**src/rtl/psum_accumulator_if.sv**
```systemverilog
// rtl/psum_accumulator_if.sv - beat/result bus between the MAC outputs and the partial-sum accumulator
//
// Purpose: groups the input beat handshake, the flush control and the result
// pulse of psum_accumulator into one bundle.
// Signals:
//   in_valid  - beat qualifier for in_data
//   in_data   - NUM_IN packed signed lanes, lane i at [i*DATAWIDTH +: DATAWIDTH]
//   flush     - abort the current accumulation
//   out_valid - one-cycle result pulse
//   out_data  - signed result (held between pulses)
//   out_sat   - result was clamped
//   busy      - partial sum in flight
// Modports: master drives beats (producer side), slave is the accumulator.
interface psum_accumulator_if #(
  parameter int DATAWIDTH = 8,
  parameter int NUM_IN    = 3,
  parameter int OUT_WIDTH = 10
);
  logic                        in_valid;
  logic [NUM_IN*DATAWIDTH-1:0] in_data;
  logic                        flush;
  logic                        out_valid;
  logic [OUT_WIDTH-1:0]        out_data;
  logic                        out_sat;
  logic                        busy;

  modport master (
    output in_valid, in_data, flush,
    input  out_valid, out_data, out_sat, busy
  );

  modport slave (
    input  in_valid, in_data, flush,
    output out_valid, out_data, out_sat, busy
  );
endinterface

```
**src/rtl/psum_accumulator.sv**
```systemverilog
// rtl/psum_accumulator.sv - registered NUM_IN-lane adder feeding an ACC_LEN-beat accumulator with ReLU/saturation
//
// Purpose: stage 1 registers the signed sum of NUM_IN lanes of each valid beat;
// stage 2 accumulates ACC_LEN such sums and emits one post-processed result
// (optional ReLU, then clamp or truncate to OUT_WIDTH) as a one-cycle pulse.
// Ports:
//   clk - single clock, posedge
//   rst - synchronous active-high reset, overrides everything
//   bus - psum_accumulator_if slave: in_valid/in_data/flush in,
//         out_valid/out_data/out_sat/busy out
module psum_accumulator #(
  parameter int DATAWIDTH = 8,
  parameter int NUM_IN    = 3,
  parameter int ACC_LEN   = 4,
  parameter int OUT_WIDTH = 10,
  parameter bit SAT_EN    = 1'b1,
  parameter bit RELU_EN   = 1'b0
) (
  input  logic               clk,
  input  logic               rst,
  psum_accumulator_if.slave  bus
);

  localparam int SUM_W = DATAWIDTH + $clog2(NUM_IN);
  localparam int ACC_W = SUM_W + $clog2(ACC_LEN);
  localparam int CNT_W = (ACC_LEN > 1) ? $clog2(ACC_LEN) : 1;

  localparam logic [CNT_W-1:0] LAST_BEAT = CNT_W'(ACC_LEN - 1);
  localparam longint OUT_MAX_L = (longint'(1) <<< (OUT_WIDTH - 1)) - 1;
  localparam logic signed [ACC_W-1:0] OUT_MAX = ACC_W'(OUT_MAX_L);
  localparam logic signed [ACC_W-1:0] OUT_MIN = ACC_W'(-OUT_MAX_L - 1);

  logic                        s1_valid_q;
  logic signed [SUM_W-1:0]     s1_sum_q;
  logic signed [ACC_W-1:0]     acc_q;
  logic [CNT_W-1:0]            beat_cnt_q;
  logic                        out_valid_q;
  logic [OUT_WIDTH-1:0]        out_data_q;
  logic                        out_sat_q;

  logic signed [SUM_W-1:0]     lane_sum_d;
  logic signed [ACC_W-1:0]     acc_base_d;
  logic signed [ACC_W-1:0]     total_d;
  logic signed [ACC_W-1:0]     relu_d;
  logic [OUT_WIDTH-1:0]        post_data_d;
  logic                        post_sat_d;
  logic                        last_beat_d;

  // Lanes are sign-extended to SUM_W before adding, so the sum never wraps.
  always_comb begin
    lane_sum_d = '0;
    for (int i = 0; i < NUM_IN; i++) begin
      lane_sum_d = lane_sum_d + SUM_W'($signed(bus.in_data[i*DATAWIDTH +: DATAWIDTH]));
    end
  end

  // The first beat of a group starts from zero rather than the stale acc.
  always_comb begin
    acc_base_d  = (beat_cnt_q == '0) ? '0 : acc_q;
    total_d     = acc_base_d + ACC_W'(s1_sum_q);
    last_beat_d = (beat_cnt_q == LAST_BEAT);
  end

  // ReLU first, then clamp (out_sat flags it) or plain truncation.
  always_comb begin
    relu_d      = (RELU_EN && (total_d < 0)) ? '0 : total_d;
    post_data_d = relu_d[OUT_WIDTH-1:0];
    post_sat_d  = 1'b0;
    if (SAT_EN) begin
      if (relu_d > OUT_MAX) begin
        post_data_d = OUT_MAX[OUT_WIDTH-1:0];
        post_sat_d  = 1'b1;
      end else if (relu_d < OUT_MIN) begin
        post_data_d = OUT_MIN[OUT_WIDTH-1:0];
        post_sat_d  = 1'b1;
      end
    end
  end

  always_ff @(posedge clk) begin
    if (rst) begin
      s1_valid_q  <= 1'b0;
      s1_sum_q    <= '0;
      acc_q       <= '0;
      beat_cnt_q  <= '0;
      out_valid_q <= 1'b0;
      out_data_q  <= '0;
      out_sat_q   <= 1'b0;
    end else if (bus.flush) begin
      // Drops the beat in stage 1, the beat arriving now, and any result
      // that this edge would have emitted; out_data keeps its last value.
      s1_valid_q  <= 1'b0;
      acc_q       <= '0;
      beat_cnt_q  <= '0;
      out_valid_q <= 1'b0;
    end else begin
      s1_valid_q  <= bus.in_valid;
      if (bus.in_valid) begin
        s1_sum_q <= lane_sum_d;
      end
      out_valid_q <= 1'b0;
      if (s1_valid_q) begin
        if (last_beat_d) begin
          out_valid_q <= 1'b1;
          out_data_q  <= post_data_d;
          out_sat_q   <= post_sat_d;
          acc_q       <= '0;
          beat_cnt_q  <= '0;
        end else begin
          acc_q      <= total_d;
          beat_cnt_q <= beat_cnt_q + 1'b1;
        end
      end
    end
  end

  assign bus.out_valid = out_valid_q;
  assign bus.out_data  = out_data_q;
  assign bus.out_sat   = out_sat_q;
  assign bus.busy      = s1_valid_q || (beat_cnt_q != '0);

endmodule

```
**src/flat_wrapper.sv**
```systemverilog
// flat-port wrapper written by rule: the top's interface ports become plain ports
module psum_accumulator_flat 
#(
  parameter int DATAWIDTH = 8,
  parameter int NUM_IN    = 3,
  parameter int ACC_LEN   = 4,
  parameter int OUT_WIDTH = 10,
  parameter bit SAT_EN    = 1'b1,
  parameter bit RELU_EN   = 1'b0
)
  (clk, rst, bus_in_valid, bus_in_data, bus_flush, bus_out_valid, bus_out_data, bus_out_sat, bus_busy);
  psum_accumulator_if #(.DATAWIDTH(DATAWIDTH), .NUM_IN(NUM_IN), .OUT_WIDTH(OUT_WIDTH)) bus_i ();
  input  logic clk;
  input  logic rst;
  input wire logic [$bits(bus_i.in_valid)-1:0] bus_in_valid;
  input wire logic [$bits(bus_i.in_data)-1:0] bus_in_data;
  input wire logic [$bits(bus_i.flush)-1:0] bus_flush;
  output wire logic [$bits(bus_i.out_valid)-1:0] bus_out_valid;
  output wire logic [$bits(bus_i.out_data)-1:0] bus_out_data;
  output wire logic [$bits(bus_i.out_sat)-1:0] bus_out_sat;
  output wire logic [$bits(bus_i.busy)-1:0] bus_busy;
  assign bus_i.in_valid = bus_in_valid;
  assign bus_i.in_data = bus_in_data;
  assign bus_i.flush = bus_flush;
  assign bus_out_valid = bus_i.out_valid;
  assign bus_out_data = bus_i.out_data;
  assign bus_out_sat = bus_i.out_sat;
  assign bus_busy = bus_i.busy;
  psum_accumulator #(.DATAWIDTH(DATAWIDTH), .NUM_IN(NUM_IN), .ACC_LEN(ACC_LEN), .OUT_WIDTH(OUT_WIDTH), .SAT_EN(SAT_EN), .RELU_EN(RELU_EN)) u_core (.clk(clk), .rst(rst), .bus(bus_i));
endmodule
```
**config.mk**
```make
export PLATFORM = sky130hd
export DESIGN_NAME = psum_accumulator_flat
export DESIGN_NICKNAME = d
export VERILOG_FILES = /design/src/rtl/psum_accumulator_if.sv /design/src/rtl/psum_accumulator.sv /design/src/flat_wrapper.sv
export SDC_FILE = /design/constraint.sdc
export NUM_CORES = 1
export LEC_CHECK = 0
export CORE_ASPECT_RATIO = 1.5
export CORE_MARGIN = 5
export CORE_UTILIZATION = 60
export CTS_BUF_LIST = sky130_fd_sc_hd__clkbuf_8
export CTS_CLUSTER_DIAMETER = 100
export CTS_CLUSTER_SIZE = 8
export DETAILED_ROUTE_END_ITERATION = 10
export HOLD_SLACK_MARGIN = 0.12
export PLACE_DENSITY_LB_ADDON = 0.15
export SLEW_MARGIN = 0
export SYNTH_ARGS = -nofsm -noshare
export SYNTH_HDL_FRONTEND = slang
export SYNTH_SLANG_ARGS = --single-unit
```
**constraint.sdc**
```tcl
create_clock -name clk -period 6.1 [get_ports clk]
set_input_delay 1.525 -clock clk [delete_from_list [all_inputs] [get_ports clk]]
set_output_delay 1.525 -clock clk [all_outputs]
set_load 0.005 [all_outputs]
```
After elaboration in Yosys (flattened, before gate mapping) --
Index checks and enable logic that the tools add are counted.
Word-level totals: register bits after elaboration 37, latch bits 0, bits in read-only memories 0, input port bits 28, logic and storage cells 31, RAM bits 0, output and inout port bits 13, memories kept 0
Operators by class: muxes and demuxes 8, multiply operators 0, shifts and indexed selects 0, reductions and logical operators 7, $add $sub $neg 4, div/mod/pow operators 0, equal/unequal tests 1, bitwise operators 2, $lt $le $gt $ge 2
Operator list (count):
- 12-bit 2-to-1 mux | 2
- 10-bit 2-to-1 mux | 2
- 12-bit by 10-bit adder with 12-bit output | 1
- 12-bit by 10-bit > comparator with 1-bit output (second input constant) | 1
- 12-bit by 10-bit < comparator with 1-bit output (second input constant) | 1
- 9-bit by 8-bit adder with 10-bit output | 1
- 8-bit by 8-bit adder with 9-bit output | 1
- 1-bit 2-to-1 mux | 3
- 3-bit AND reduction | 1
- 3-bit OR reduction | 1
- 2-bit by 1-bit adder with 2-bit output (second input constant) | 1
- 2-bit == test (second input constant) | 1
- 2-bit logical NOT | 1
- 2-bit 2-to-1 mux | 1
- 1-bit inverter | 2
- 2-bit AND reduction | 1
- 2-bit nonzero test | 1
- 2-bit OR reduction | 1
- 1-bit logical OR | 1

Logic depth before layout (Yosys ltp) --
word-level depth 6, gate-level depth with buffers 13, depth with buffers taken out 13

Least setup slack after synthesis --
OpenSTA, ideal clock, no wires.
path type input-to-reg, start in bus_in_data[1], end reg u_core.s1_sum_q[9], setup slack 2.384 ns, stages on the path 11, buffers on the path 0, setup time 0.119 ns, data required time 5.981 ns, data arrival time 3.597 ns, path through fa_1 > ha_1 > inv_1 > fa_1 > nor2b_1 > o21ai_0 > a21boi_1 > o21a_1 > o21ai_1 > nor4bb_1 > o221a_2
Between the ends: word-level cells in the longest chain between the ends 2
Ends and longest elaborated chain:
- from (decl) | RTL line flat_wrapper.sv:16 | input wire logic [$bits(bus_i.in_data)-1:0] bus_in_data;
- 8-bit by 8-bit adder with 9-bit output | RTL line psum_accumulator.sv:53 | lane_sum_d = lane_sum_d + SUM_W'($signed(bus.in_data[i*DATAWIDTH +: DATAWIDTH]));
- 9-bit by 8-bit adder with 10-bit output | RTL line psum_accumulator.sv:53
- to (signal assigned) | RTL line psum_accumulator.sv:99 | s1_sum_q <= lane_sum_d;
- to (decl) | RTL line psum_accumulator.sv:34 | logic signed [SUM_W-1:0] s1_sum_q;
Every way passes these cells. A chain may end at the register's enable or synchronous reset.

Final worst setup path --
Ends and elaborated chain as after synthesis.

==> impl_metrics.env <==
export IMPL_status="finished clean"
export IMPL_cts_root_buf="clkbuf_8"
export IMPL_antenna_found_initial=0
export IMPL_r2r_start="u_core.beat_cnt_q[0]"
export IMPL_yosys_top_cells_area="dfxtp_1 28%, ha_1 10%, fa_1 7.7%"
export IMPL_gp_congestion=0.851
export IMPL_post_dp_hpwl_mm=4.60
export IMPL_grt_pass1_wl_mm=9.63
export IMPL_syn_num_nets=358
export IMPL_rrSetupSlack_ns=2.66
export IMPL_cp_data_required_time_ns=6.28
export IMPL_post_cts_repair_setup_buffers=0
export IMPL_areaGrowthSynthToFinish_pct=20.0
export IMPL_synth_edf_count=0
export IMPL_synthCells=299
export IMPL_fin_crit_ns=4.03
export IMPL_slew_headroom_pct=51.3
export IMPL_cp_end_kind="register"
export IMPL_synth_area_leader_cell="dfxtp_1"
export IMPL_yosys_area_top_type_share_pct=28.4
export IMPL_path_class="input pin to register"
export IMPL_power_per_cell_area_mw_per_mm2=188
export IMPL_multiInputGateArea_mm2=0.00176
export IMPL_num_rows=29
export IMPL_post_cts_resize_count=0
export IMPL_cts_tree="done"
export IMPL_ant_nets=0
export IMPL_worstMarginPinSlew_ns=0.729
export IMPL_holdPathEnd="u_core.s1_sum_q[3]"
export IMPL_synthTopCellsByCount="37 x dfxtp_1, 35 x nor2_1, 21 x ha_1, 21 x nand2_1, 20 x inv_1"
export IMPL_cp_start_kind="input pin"
export IMPL_crit_fanout=2
export IMPL_r2r_cells=11
export IMPL_setup_violations=0
export IMPL_die_y_um=90.8
export IMPL_yosysWarnings=0
export IMPL_core_area_mm2=0.00421
export IMPL_worstPathArrival_ns=4.20
export IMPL_synth_most_common_cell="dfxtp_1"
export IMPL_final_util_pct=74.4
export IMPL_die_w_um=63.9
export IMPL_routedWlPerCell_um=14.8
export IMPL_finalHoldViolations=0
export IMPL_min_path_type="register to register"
export IMPL_clkSinkCount=37
export IMPL_start_util_pct=62.0
export IMPL_grt_pass1_vias=2264
export IMPL_clkLatencyLatePin_ns=0.29
export IMPL_r2r_end="u_core.bus.out_data[3]"
export IMPL_fillers=323
export IMPL_fin_crit_sh_pct=66.0
export IMPL_cap_violations=0
export IMPL_synth_seq_cells=37
export IMPL_ctsLongestPathBuffers=2
export IMPL_cts_made_buffers=5
export IMPL_synth_area_per_cell_um2=8.73
export IMPL_yosysSeqAreaShare_pct=28.4
export IMPL_seqCellArea_um2=741
export IMPL_place_inst=375
export IMPL_max_freq_mhz=248
export IMPL_slew_violations=0
export IMPL_first_iter_violations=53
export IMPL_hold_buffers=0
export IMPL_grt_overflow=0
export IMPL_drcViolationCount=0
export IMPL_routed_wl_mm=5.68
export IMPL_grt_max_degree=24
export IMPL_ys_types=51
export IMPL_fin_cells=383
export IMPL_synth_cell_area_mm2=0.00261
export IMPL_diodes=0
export IMPL_via_per_inst=5.89
export IMPL_firstDrtPassIters=4
export IMPL_final_layout_size_suffix_gt1_share_pct=6.82
export IMPL_num_nets_final=395
export IMPL_hp_start="u_core.s1_sum_q[3]"
export IMPL_skew_ns=0.00783
export IMPL_async_reset_ff_share_pct=0
export IMPL_track_usage_pct=20.3
export IMPL_portBuffers=40
export IMPL_grt_setup_unrepaired="no"
export IMPL_synth_flop_cell="dfxtp_1"
export IMPL_setup_tns_ns=0
export IMPL_vias=2257
export IMPL_ir_drop_uv=188
export IMPL_total_leakage_power_uw=0.00121
export IMPL_htreeDepth=2
export IMPL_pin_count=41
export IMPL_clk_pin_slew_ns=0.07
export IMPL_die_area_mm2=0.00580
export IMPL_hold_depth=2
-- power breakdown --
group | switching [µW] | internal [µW]
sequential | 7.03 | 249
clock | 84.8 | 102
combinational | 75.1 | 71.7
-- per-layer routing --
layer	part of all wire [%]	global-route usage (%)
met1	41	23.0
met2	54	37.0
met3	3.4	2.24
met4	2.2	8.32
met5	0	0
-- registers in the layout (all words and copies together), names as in the netlist --
register              count
u_core.bus.out_data      10
u_core.s1_valid_q         1
u_core.beat_cnt_q         2
u_core.s1_sum_q          10
u_core.acc_q             12
u_core.bus.out_valid      1
u_core.bus.out_sat        1
-- worst max path at each step --
stage | from | end | slack, ns | cells after the start
after floorplan | bus_in_data[1] | u_core.s1_sum_q[9] | 2.38 | 11
after global placement | bus_in_data[1] | u_core.s1_sum_q[9] | 1.81 | 12
after detailed placement | bus_in_data[1] | u_core.s1_sum_q[9] | 1.76 | 12
after CTS | bus_in_data[1] | u_core.s1_sum_q[9] | 2.07 | 12
after global routing | bus_in_data[0] | u_core.s1_sum_q[9] | 1.85 | 14
final | bus_in_data[1] | u_core.s1_sum_q[9] | 2.07 | 12
-- cell type report --
cell class | instances | area share [%]
Tap cell | 46 | 1.84
Multi-Input combinational cell | 232 | 56.1
Timing Repair Buffer | 40 | 12.8
Sequential cell | 37 | 23.6
Clock inverter | 1 | 0.160
Inverter | 20 | 2.40
Clock buffer | 7 | 3.08
-- stage by stage --
| stage | total power (µW) | worst slack (ns) | hold slack, ns | area [µm²] |
|---|---|---|---|---|
| floorplan | 363 | 2.38 | 0.436 | 2610 |
| global placement | 404 | 1.81 | 0.459 | 3030 |
| detailed placement | 409 | 1.76 | 0.472 | 3030 |
| CTS | 593 | 2.07 | 0.486 | 3130 |
| global route | 623 | 1.85 | 0.509 | 3130 |
| finish | 590 | 2.07 | 0.489 | 3130 |
-- cell families (layout without fill, tap and decap cells) --
logic type               Yosys count  after routing  synth area share [%]
flip-flops                        37             37                  28.4
AO/OA/AOI/OAI                     78             78                  24.3
adder cells (fa/ha/maj)           31             31                  17.7
multiplexers                       2              2                 0.767
AND/OR/NAND/NOR                  113            113                  21.9
XOR/XNOR                           8              8                  2.68
buffers and inverters             30             68                  4.31
-- worst max-delay path, cell delays in order --
cell             delay, ns
clkdlybuf4s50_1       0.43
fa_1                  0.55
ha_1                  0.16
inv_1                 0.05
fa_1                  0.38
nor2b_1               0.15
o21ai_0               0.12
a21boi_1              0.21
o21a_1                0.16
o21ai_1               0.08
nor4bb_1              0.15
o221a_2               0.24
-- layout by cell type, fill, tap and decap left out, types with 3 or more instances in the layout --
cell             synthesis  layout
inv_1                   20      20
o21ai_1                  5       5
o21a_1                   4       4
or2_1                    3       3
a221oi_2                 8       8
o21ai_0                  6       6
a21oi_1                 17      17
nor3_1                   8       8
a2bb2oi_1                6       6
clkdlybuf4s50_1          0      40
nand3_1                  4       4
nand2b_1                11      11
dfxtp_1                 37      37
a22oi_1                  6       6
a21o_1                   3       3
nor2_1                  35      35
xnor2_1                  7       7
ha_1                    21      21
a211oi_1                 5       5
clkbuf_8                 0       7
fa_1                    10      10
nor2b_1                 14      14
nand2_1                 21      21
No activity file was read; power rests on OpenSTA's default activity.
